==> src/rtl/fir_pkg.sv <==
// Shared constants and FSM state encoding for the parameterised FIR filter.
package fir_pkg;
  localparam int FIR_DATA_W         = 16;
  localparam int FIR_NUM_TAPS       = 4;
  localparam int FIR_SAMPLE_CNT_MAX = 1000;

  typedef enum logic [2:0] {
    IDLE,
    LOAD,
    SHIFT,
    MAC,
    DONE
  } fir_state_e;
endpackage

==> src/rtl/flex_counter.sv <==
// Counter with programmable rollover value; the flag pulses for one cycle
// right after the increment that reaches the rollover value.
module flex_counter #(
  parameter int CNT_W = 4
) (
  input  logic             clk,
  input  logic             n_rst,
  input  logic             clear,
  input  logic             count_enable,
  input  logic [CNT_W-1:0] rollover_val,
  output logic             rollover_flag
);
  logic [CNT_W-1:0] count_q, count_d, count_inc;
  logic             flag_q, flag_d;

  assign count_inc = count_q + 1'b1;

  always_comb begin
    count_d = count_q;
    flag_d  = 1'b0;
    if (clear) begin
      count_d = '0;
    end else if (count_enable) begin
      if (count_inc == rollover_val) begin
        count_d = '0;
        flag_d  = 1'b1;
      end else begin
        count_d = count_inc;
      end
    end
  end

  always_ff @(posedge clk or negedge n_rst) begin
    if (!n_rst) begin
      count_q <= '0;
      flag_q  <= 1'b0;
    end else begin
      count_q <= count_d;
      flag_q  <= flag_d;
    end
  end

  assign rollover_flag = flag_q;
endmodule

==> src/rtl/param_fir_filter.sv <==
// Sequential alternating-sign FIR: one multiply per cycle over NUM_TAPS taps.
// Define FIR_SATURATE_EN to clamp overflowing results instead of flagging err.
module param_fir_filter
  import fir_pkg::*;
#(
  parameter int DATA_W         = FIR_DATA_W,
  parameter int NUM_TAPS       = FIR_NUM_TAPS,
  parameter int SAMPLE_CNT_MAX = FIR_SAMPLE_CNT_MAX
) (
  input  logic              clk,
  input  logic              n_rst,
  input  logic [DATA_W-1:0] sample_data,
  input  logic [DATA_W-1:0] fir_coefficient,
  input  logic              load_coeff,
  input  logic              data_ready,
  output logic              modwait,
  output logic [DATA_W-1:0] fir_out,
  output logic              err,
  output logic              one_k_samples
);
  localparam int IDX_W = $clog2(NUM_TAPS);
  localparam int ACC_W = DATA_W + $clog2(NUM_TAPS) + 1;
  localparam int CNT_W = $clog2(SAMPLE_CNT_MAX + 1);

  fir_state_e                           state_q;
  logic [NUM_TAPS-1:0][DATA_W-1:0]      coef_q, hist_q;
  logic [DATA_W-1:0]                    din_q, fir_out_q;
  logic [IDX_W-1:0]                     idx_q, tap_q;
  logic signed [ACC_W-1:0]              acc_q, term;
  logic [ACC_W-1:0]                     acc_abs;
  logic [2*DATA_W-1:0]                  prod;
  logic                                 err_q, modwait_q, ovf;

  // Q0.DATA_W coefficient: keep only the integer part of the product.
  assign prod    = hist_q[tap_q] * coef_q[tap_q];
  assign term    = ACC_W'(prod >> DATA_W);
  assign acc_abs = acc_q[ACC_W-1] ? ACC_W'(-acc_q) : ACC_W'(acc_q);
  assign ovf     = |(acc_abs >> DATA_W);

  always_ff @(posedge clk or negedge n_rst) begin
    if (!n_rst) begin
      state_q   <= IDLE;
      coef_q    <= '0;
      hist_q    <= '0;
      din_q     <= '0;
      idx_q     <= '0;
      tap_q     <= '0;
      acc_q     <= '0;
      fir_out_q <= '0;
      err_q     <= 1'b0;
      modwait_q <= 1'b0;
    end else begin
      case (state_q)
        IDLE: begin
          if (load_coeff) begin
            din_q     <= fir_coefficient;
            state_q   <= LOAD;
            modwait_q <= 1'b1;
          end else if (data_ready) begin
            din_q     <= sample_data;
            state_q   <= SHIFT;
            modwait_q <= 1'b1;
          end
        end
        LOAD: begin
          coef_q[idx_q] <= din_q;
          idx_q         <= (idx_q == IDX_W'(NUM_TAPS - 1)) ? '0 : idx_q + 1'b1;
          state_q       <= IDLE;
          modwait_q     <= 1'b0;
        end
        SHIFT: begin
          hist_q  <= {hist_q[NUM_TAPS-2:0], din_q};
          acc_q   <= '0;
          tap_q   <= '0;
          state_q <= MAC;
        end
        MAC: begin
          acc_q <= tap_q[0] ? acc_q - term : acc_q + term;
          tap_q <= tap_q + 1'b1;
          if (tap_q == IDX_W'(NUM_TAPS - 1)) state_q <= DONE;
        end
        DONE: begin
`ifdef FIR_SATURATE_EN
          fir_out_q <= ovf ? '1 : acc_abs[DATA_W-1:0];
          err_q     <= 1'b0;
`else
          fir_out_q <= acc_abs[DATA_W-1:0];
          err_q     <= ovf;
`endif
          state_q   <= IDLE;
          modwait_q <= 1'b0;
        end
        default: begin
          state_q   <= IDLE;
          modwait_q <= 1'b0;
        end
      endcase
      // A sample offered while busy is dropped and flagged; this wins over DONE.
      if (state_q != IDLE && data_ready) err_q <= 1'b1;
    end
  end

  flex_counter #(.CNT_W(CNT_W)) u_sample_cnt (
    .clk          (clk),
    .n_rst        (n_rst),
    .clear        (1'b0),
    .count_enable (state_q == DONE),
    .rollover_val (CNT_W'(SAMPLE_CNT_MAX)),
    .rollover_flag(one_k_samples)
  );

  assign modwait = modwait_q;
  assign fir_out = fir_out_q;
  assign err     = err_q;
endmodule

==> config.mk <==
export PLATFORM = sky130hd
export DESIGN_NAME = param_fir_filter
export DESIGN_NICKNAME = d
export VERILOG_FILES = /design/src/rtl/fir_pkg.sv /design/src/rtl/flex_counter.sv /design/src/rtl/param_fir_filter.sv
export SDC_FILE = /design/constraint.sdc
export NUM_CORES = 1
export LEC_CHECK = 0
export ABC_AREA = 1
export CAP_MARGIN = 25
export CORE_ASPECT_RATIO = 2
export CORE_MARGIN = 4
export CORE_UTILIZATION = 50
export DETAILED_ROUTE_END_ITERATION = 12
export PLACE_DENSITY = 0.67
export SLEW_MARGIN = 20
export SYNTH_ARGS = -nofsm -noshare
export SYNTH_HDL_FRONTEND = slang
export SYNTH_HIERARCHICAL = 1
export SYNTH_SLANG_ARGS = --single-unit
==> constraint.sdc <==
create_clock -name clk -period 18 [get_ports clk]
set_clock_uncertainty 0.15 [all_clocks]
set_input_delay 3.6 -clock clk [delete_from_list [all_inputs] [get_ports clk]]
set_output_delay 3.6 -clock clk [all_outputs]
set_load 0.1 [all_outputs]
### After elaboration in Yosys (flattened, before gate mapping)

Cells that the tools add are included.

| word-level totals | value |
|---|---|
| flip-flop bits (word level) | 199 |
| bits of input ports | 36 |
| word-level logic and storage cells | 76 |

| cells by class | value |
|---|---|
| $add $sub $neg | 6 |
| multiply operators | 1 |
| magnitude comparators | 3 |
| eq/ne operators | 9 |
| muxes and demuxes | 26 |
| bitwise gates (word level) | 1 |
| reduce and logical (&&, ||, !) cells | 12 |

Operator list:

| cell | number |
|---|---|
| 16-bit two-way mux | 5 |
| 16-bit binary-select mux with 2-bit select | 2 |
| 64-bit bitwise mux | 1 |
| 19-bit two-way mux | 2 |
| 19-bit case mux with 2 select lines | 1 |
| 16-bit demux with 2-bit select | 1 |
| 16-bit by 16-bit multiplier with 32-bit output | 1 |
| 19-bit by 17-bit adder with 19-bit output | 1 |
| 19-bit negation | 1 |
| 19-bit by 17-bit subtractor with 19-bit output | 1 |
| 10-bit by 1-bit adder with 10-bit output, second input constant | 1 |
| 10-bit equality test, second input constant | 1 |
| 10-bit two-way mux | 1 |
| 3-bit two-way mux | 3 |
| 3-bit case mux with 3 select lines | 1 |
| 3-bit by 2-bit equality test with 1-bit output, second input constant | 2 |
| 2-bit by 3-bit less-than comparator with 1-bit output, second input constant | 2 |
| 1-bit two-way mux | 6 |
| 2-bit AND reduction | 3 |
| 2-bit nonzero test | 3 |
| 2-bit by 1-bit adder with 2-bit output, second input constant | 2 |
| 2-bit equality test, second input constant | 2 |
| 2-bit case mux with 2 select lines | 1 |
| 3-bit by 1-bit equality test with 1-bit output, second input constant | 1 |
| other kinds (12) | 13 |

### Longest topological paths before layout

| depth | value |
|---|---|
| depth in word-level cells | 6 |
| depth in mapped cells | 52 |
| mapped depth without buffers | 49 |

### Modules after synthesis

The synthesis kept the hierarchy.

Modules (own cells, without submodules):

| module | times used | cells an instance | area each (µm²) | seq. area each (µm²) |
|---|---|---|---|---|
| param_fir_filter | 1 | 2385 | 18376.4 | 4704.5 |
| flex_counter | 1 | 152 | 924.6 | 275.3 |

### Worst setup path before layout

No wires, ideal clock.

| path | value |
|---|---|
| kind | register to register |
| start point | register tap_q[0] |
| end point | register acc_q[16] |
| library setup time | 133 ps |
| arrival time | 8571 ps |
| slack | 9147 ps |
| cell stages (with the launch flop) | 48 |
| path through | dfrtp_1 buf_6 clkbuf_1 clkbuf_1 a21oi_1 a32oi_1 inv_1 nor2_1 fa_1 inv_1 fa_1 fa_1 fa_1 inv_1 fa_1 inv_1 fa_1 inv_1 (+12 left out) nand2_1 xor2_1 ha_1 nand2_1 inv_1 nand2_1 nand2_1 nor2_1 inv_1 a21oi_1 o21ai_0 nand3_1 o21bai_1 and2_1 o21ai_0 nand2_1 o21ai_0 o22ai_1 |

| between the ends | value |
|---|---|
| word-level cells in the longest chain between the ends | 6 |

Ends and longest elaborated chain:

| item | line | source |
|---|---|---|
| from (decl) | param_fir_filter.sv:28 | `logic [IDX_W-1:0] idx_q, tap_q;` |
| from (signal assigned) | param_fir_filter.sv:79 | `tap_q <= tap_q + 1'b1;` |
| 16-bit binary-select mux with 2-bit select | param_fir_filter.sv:35 | `assign prod = hist_q[tap_q] * coef_q[tap_q];` |
| 16-bit two-way mux (implied by the code) | param_fir_filter.sv:35 |  |
| 16-bit by 16-bit multiplier with 32-bit output | param_fir_filter.sv:35 |  |
| 19-bit by 17-bit adder with 19-bit output / 19-bit by 17-bit subtractor with 19-bit output (equally long branches) | param_fir_filter.sv:78 | `acc_q <= tap_q[0] ? acc_q - term : acc_q + term;` |
| 19-bit two-way mux (*) | param_fir_filter.sv:78 |  |
| 19-bit case mux with 2 select lines (*) | param_fir_filter.sv:53 | `case (state_q)` |
| to (signal assigned) | param_fir_filter.sv:78 |  |
| to (decl) | param_fir_filter.sv:29 | `logic signed [ACC_W-1:0] acc_q, term;` |

Every way passes the cells marked *; elsewhere a longest branch is shown, timed or not. The select of a mux whose other input is x is not followed.
A chain may end at the register's enable or synchronous reset.

### Worst setup path after layout

| path | value |
|---|---|
| start point | register tap_q[0] |
| end point | register acc_q[17] |

The elaborated chain is that of the path after synthesis.

==> reports/qor.csv <==
stage,metric,value,unit
run_status,status,completed,
logic_synthesis,async_flop_share,1.00,
timing,setup_viol_count_final,0,
clock_network,h-tree-depth,4,
critical_path,setup.worst_path.class,flop to flop,
floorplan,start_util,0.507,
routing,drt_iter0_markers,1104,
timing,relSlewSlack,0.336,
critical_path,worstPathArrival,10.65,ns
cells_and_area,fillers,3624,
routing,dr.pass1.iters,5,
grt,antenna_found_initial,0,
routing,ant_nets,0,
grt,grt_first_pass_wirelength,93600,um
clock_network,clockBufferDepth,2,
cells_and_area,antenna_cells,0,
cells_and_area,utilization,0.557,
grt,grt_max_degree,71,
grt,grt_pass1_vias,17800,
critical_path,worstPathRequired,18.16,ns
logic_synthesis,ys.flop_type,dfrtp_1,
clock_network,cts_setup_buffers,0,
timing,hold_violations,0,
logic_synthesis,synth-edff-count,0,
cells_and_area,nets,2937,
clock_network,clk_latency,0.47,ns
clock_network,cts-root-buf,clkbuf_16,
floorplan,ios,55,
clock_network,cts_tree,built,
grt,gr-usage-all-layers,0.287,
routing,vias_per_cell,5.40,
cells_and_area,multi_input_area,12300,um^2
grt,grt_overflow,0,
critical_path,crit_fanout,51,
routing,vias,16800,
logic_synthesis,seq_area_frac_synth,0.258,
critical_path,worst_path_max_delay_cell,dfrtp_2,
logic_synthesis,synth_area_per_cell,7.61,um^2
floorplan,die_area,42000,um^2
logic_synthesis,yosysWarnings,6,
routing,drc_errors,0,
min_path,min_path_type,flop to flop,
cells_and_area,drive_gt1_frac,0.0455,
clock_network,cts.sinks,199,
flow_run,max_cap_violations,0,
routing,wirelength,58300,um
timing,fin_tns_setup,0,ns
logic_synthesis,synthCells,2537,
timing,slew_viol_final,0,
placed_design,port_buffers,54,
routing,wl_per_cell,18.8,um
logic_synthesis,netlist_area,19300,um^2
cells_and_area,ff_latch_area,4980,um^2
floorplan,num_rows,101,
clock_network,cts.clk_slew.worst_paths,0.08,ns
clock_network,hold_buffers,0,
timing,rsz0062_at_grt,no,
clock_network,cts_resized,0,
placed_design,dpl.hpwl,45800,um
critical_path,cp_common_cell,inv_1,
critical_path,cp-end-kind,flop,
critical_path,startpoint_type,flop,
timing,worst_slew_pin_slew,0.993,ns
placed_design,gp_congestion,1.07,
logic_synthesis,ys_ff_latch,199,
floorplan,core_area,38000,um^2
cells_and_area,area_growth_syn_to_layout,9.76,%
floorplan,die_h,286,um
timing,period_needed,10.49,ns
clock_network,numCtsBuffers,17,
timing,fin_crit_sh,0.583,
critical_path,cpPeakStageDelay,0.82,ns
timing,timing.fmax,95.3,MHz
floorplan,die_w,147,um
logic_synthesis,ys_types,49,
[placed cells by master (no fill, tap or decap), drive strengths merged]
master and count:
a41oi 1, a211oi 1, o21ai 198, nand4 7, nand3 67, a21oi 79
o221ai 1, o21a 2, a21o 7, o21bai 4, and2 3, clkdlybuf4s50 53
nor3b 1, o31ai 17, ha 127, xor2 35, xnor2 6, nor4 4
clkinv 13, nand3b 5, nor3 16, o22ai 10, and3 1, or2 4
nor2 273, fa 194, a31oi 13, nand2 664, a21boi 2, o211ai 4
clkbuf 18, inv 476, a32oi 29, buf 39, conb 20, dfrtp 199
[final cells by class]
cell class | instances | area share
repair buffers | 93 | 0.0406
clock buffers | 17 | 0.0201
flip-flops and latches | 199 | 0.235
multi-input cells | 1795 | 0.579
clock inverters | 15 | 0.0107
inverters | 474 | 0.0840
well taps | 515 | 0.0304
[through the flow]
stage	worst slack [ns]	hold slack (ns)	area, um^2	instances
after floorplan	9.15	0.292	19400	2555
after global placement	7.60	0.304	20500	3073
after detailed placement	7.54	0.313	20500	3075
after CTS	7.50	0.336	21200	3107
after global routing	6.75	0.359	21200	3108
final	7.51	0.332	21200	3108
[synthesized netlist by cell type (2+ instances only)]
master    instances  area [um^2]
a21boi_0          2         15.0
a21o_1            7         52.6
a21oi_1          78          390
a31oi_1          13         81.3
a32oi_1          29          254
and2_1            3         18.8
buf_1             6         22.5
buf_2             3         15.0
buf_6             3         33.8
clkbuf_1         75          282
clkinv_1          5         18.8
conb_1            2         7.51
dfrtp_1         199         4980
fa_1            194         3880
ha_1            127         1590
inv_1           465         1750
inv_2             4         15.0
nand2_1         653         2450
nand2_2           9         56.3
nand2_4           2         22.5
nand3_1          62          310
nand3_2           5         50.1
nand3b_1          5         37.5
nand4_1           7         43.8
nor2_1          263          987
nor2_2            5         31.3
nor2_4            5         56.3
nor3_1           15         75.1
nor4_1            4         25.0
o211ai_1          4         30.0
o21a_1            2         15.0
o21ai_0         196          981
o21ai_1           2         10.0
o21bai_1          3         22.5
o22ai_1          10         62.6
o31ai_1          17          128
or2_2             4         25.0
xnor2_1           6         52.6
xor2_1           30          263
xor2_2            4         65.1
[worst paths after layout]
check	start	endpoint	slack [ns]	cells after the start
hold / removal	hist_q[49]	hist_q[49]	0.33	2
setup / recovery	tap_q[0]	acc_q[17]	7.51	43
max in group asynchronous	n_rst	acc_q[0]	13.39	2
min in group asynchronous	n_rst	din_q[7]	2.97	1
hold reg to reg	hist_q[49]	hist_q[49]	0.33	2
setup reg to reg	tap_q[0]	acc_q[17]	7.51	43
[flip-flops by register name (all words and copies together), names as in the netlist]
name / count
coef_q: 64
hist_q: 64
acc_q: 19
din_q: 16
fir_out: 16
u_sample_cnt/count_q: 10
state_q: 3
idx_q: 2
tap_q: 2
err: 1
modwait: 1
u_sample_cnt/rollover_flag: 1
[logic make-up after synthesis]
kind of cell	synth area share
adder cells (fa/ha/maj)	0.284
XOR/XNOR	0.0211
AND/OR/NAND/NOR	0.218
other	0.000389
buffers and inverters	0.110
flip-flops	0.258
AO/OA/AOI/OAI	0.108
[worst max-delay path, delay by kind of cell, from the launching register on]
family | cells | cell delay (ns)
fa+ha+maj | 9 | 3.83
compound gates | 11 | 2.34
buf+inv | 10 | 1.64
simple gates | 11 | 1.20
flops | 1 | 0.82
xor+xnor | 2 | 0.34
[per-layer routing]
layer  GRT usage  part of all wire  vias up
li1            -                 -     7888
met1       0.288              0.34     8165
met2       0.531              0.53      506
met3      0.0307             0.035      221
met4       0.225             0.095        0
met5           0                 0        -
Power is left out: the tool's default activity adds up to more than one toggle a clock period on the data nets, which glitch-free logic cannot reach.
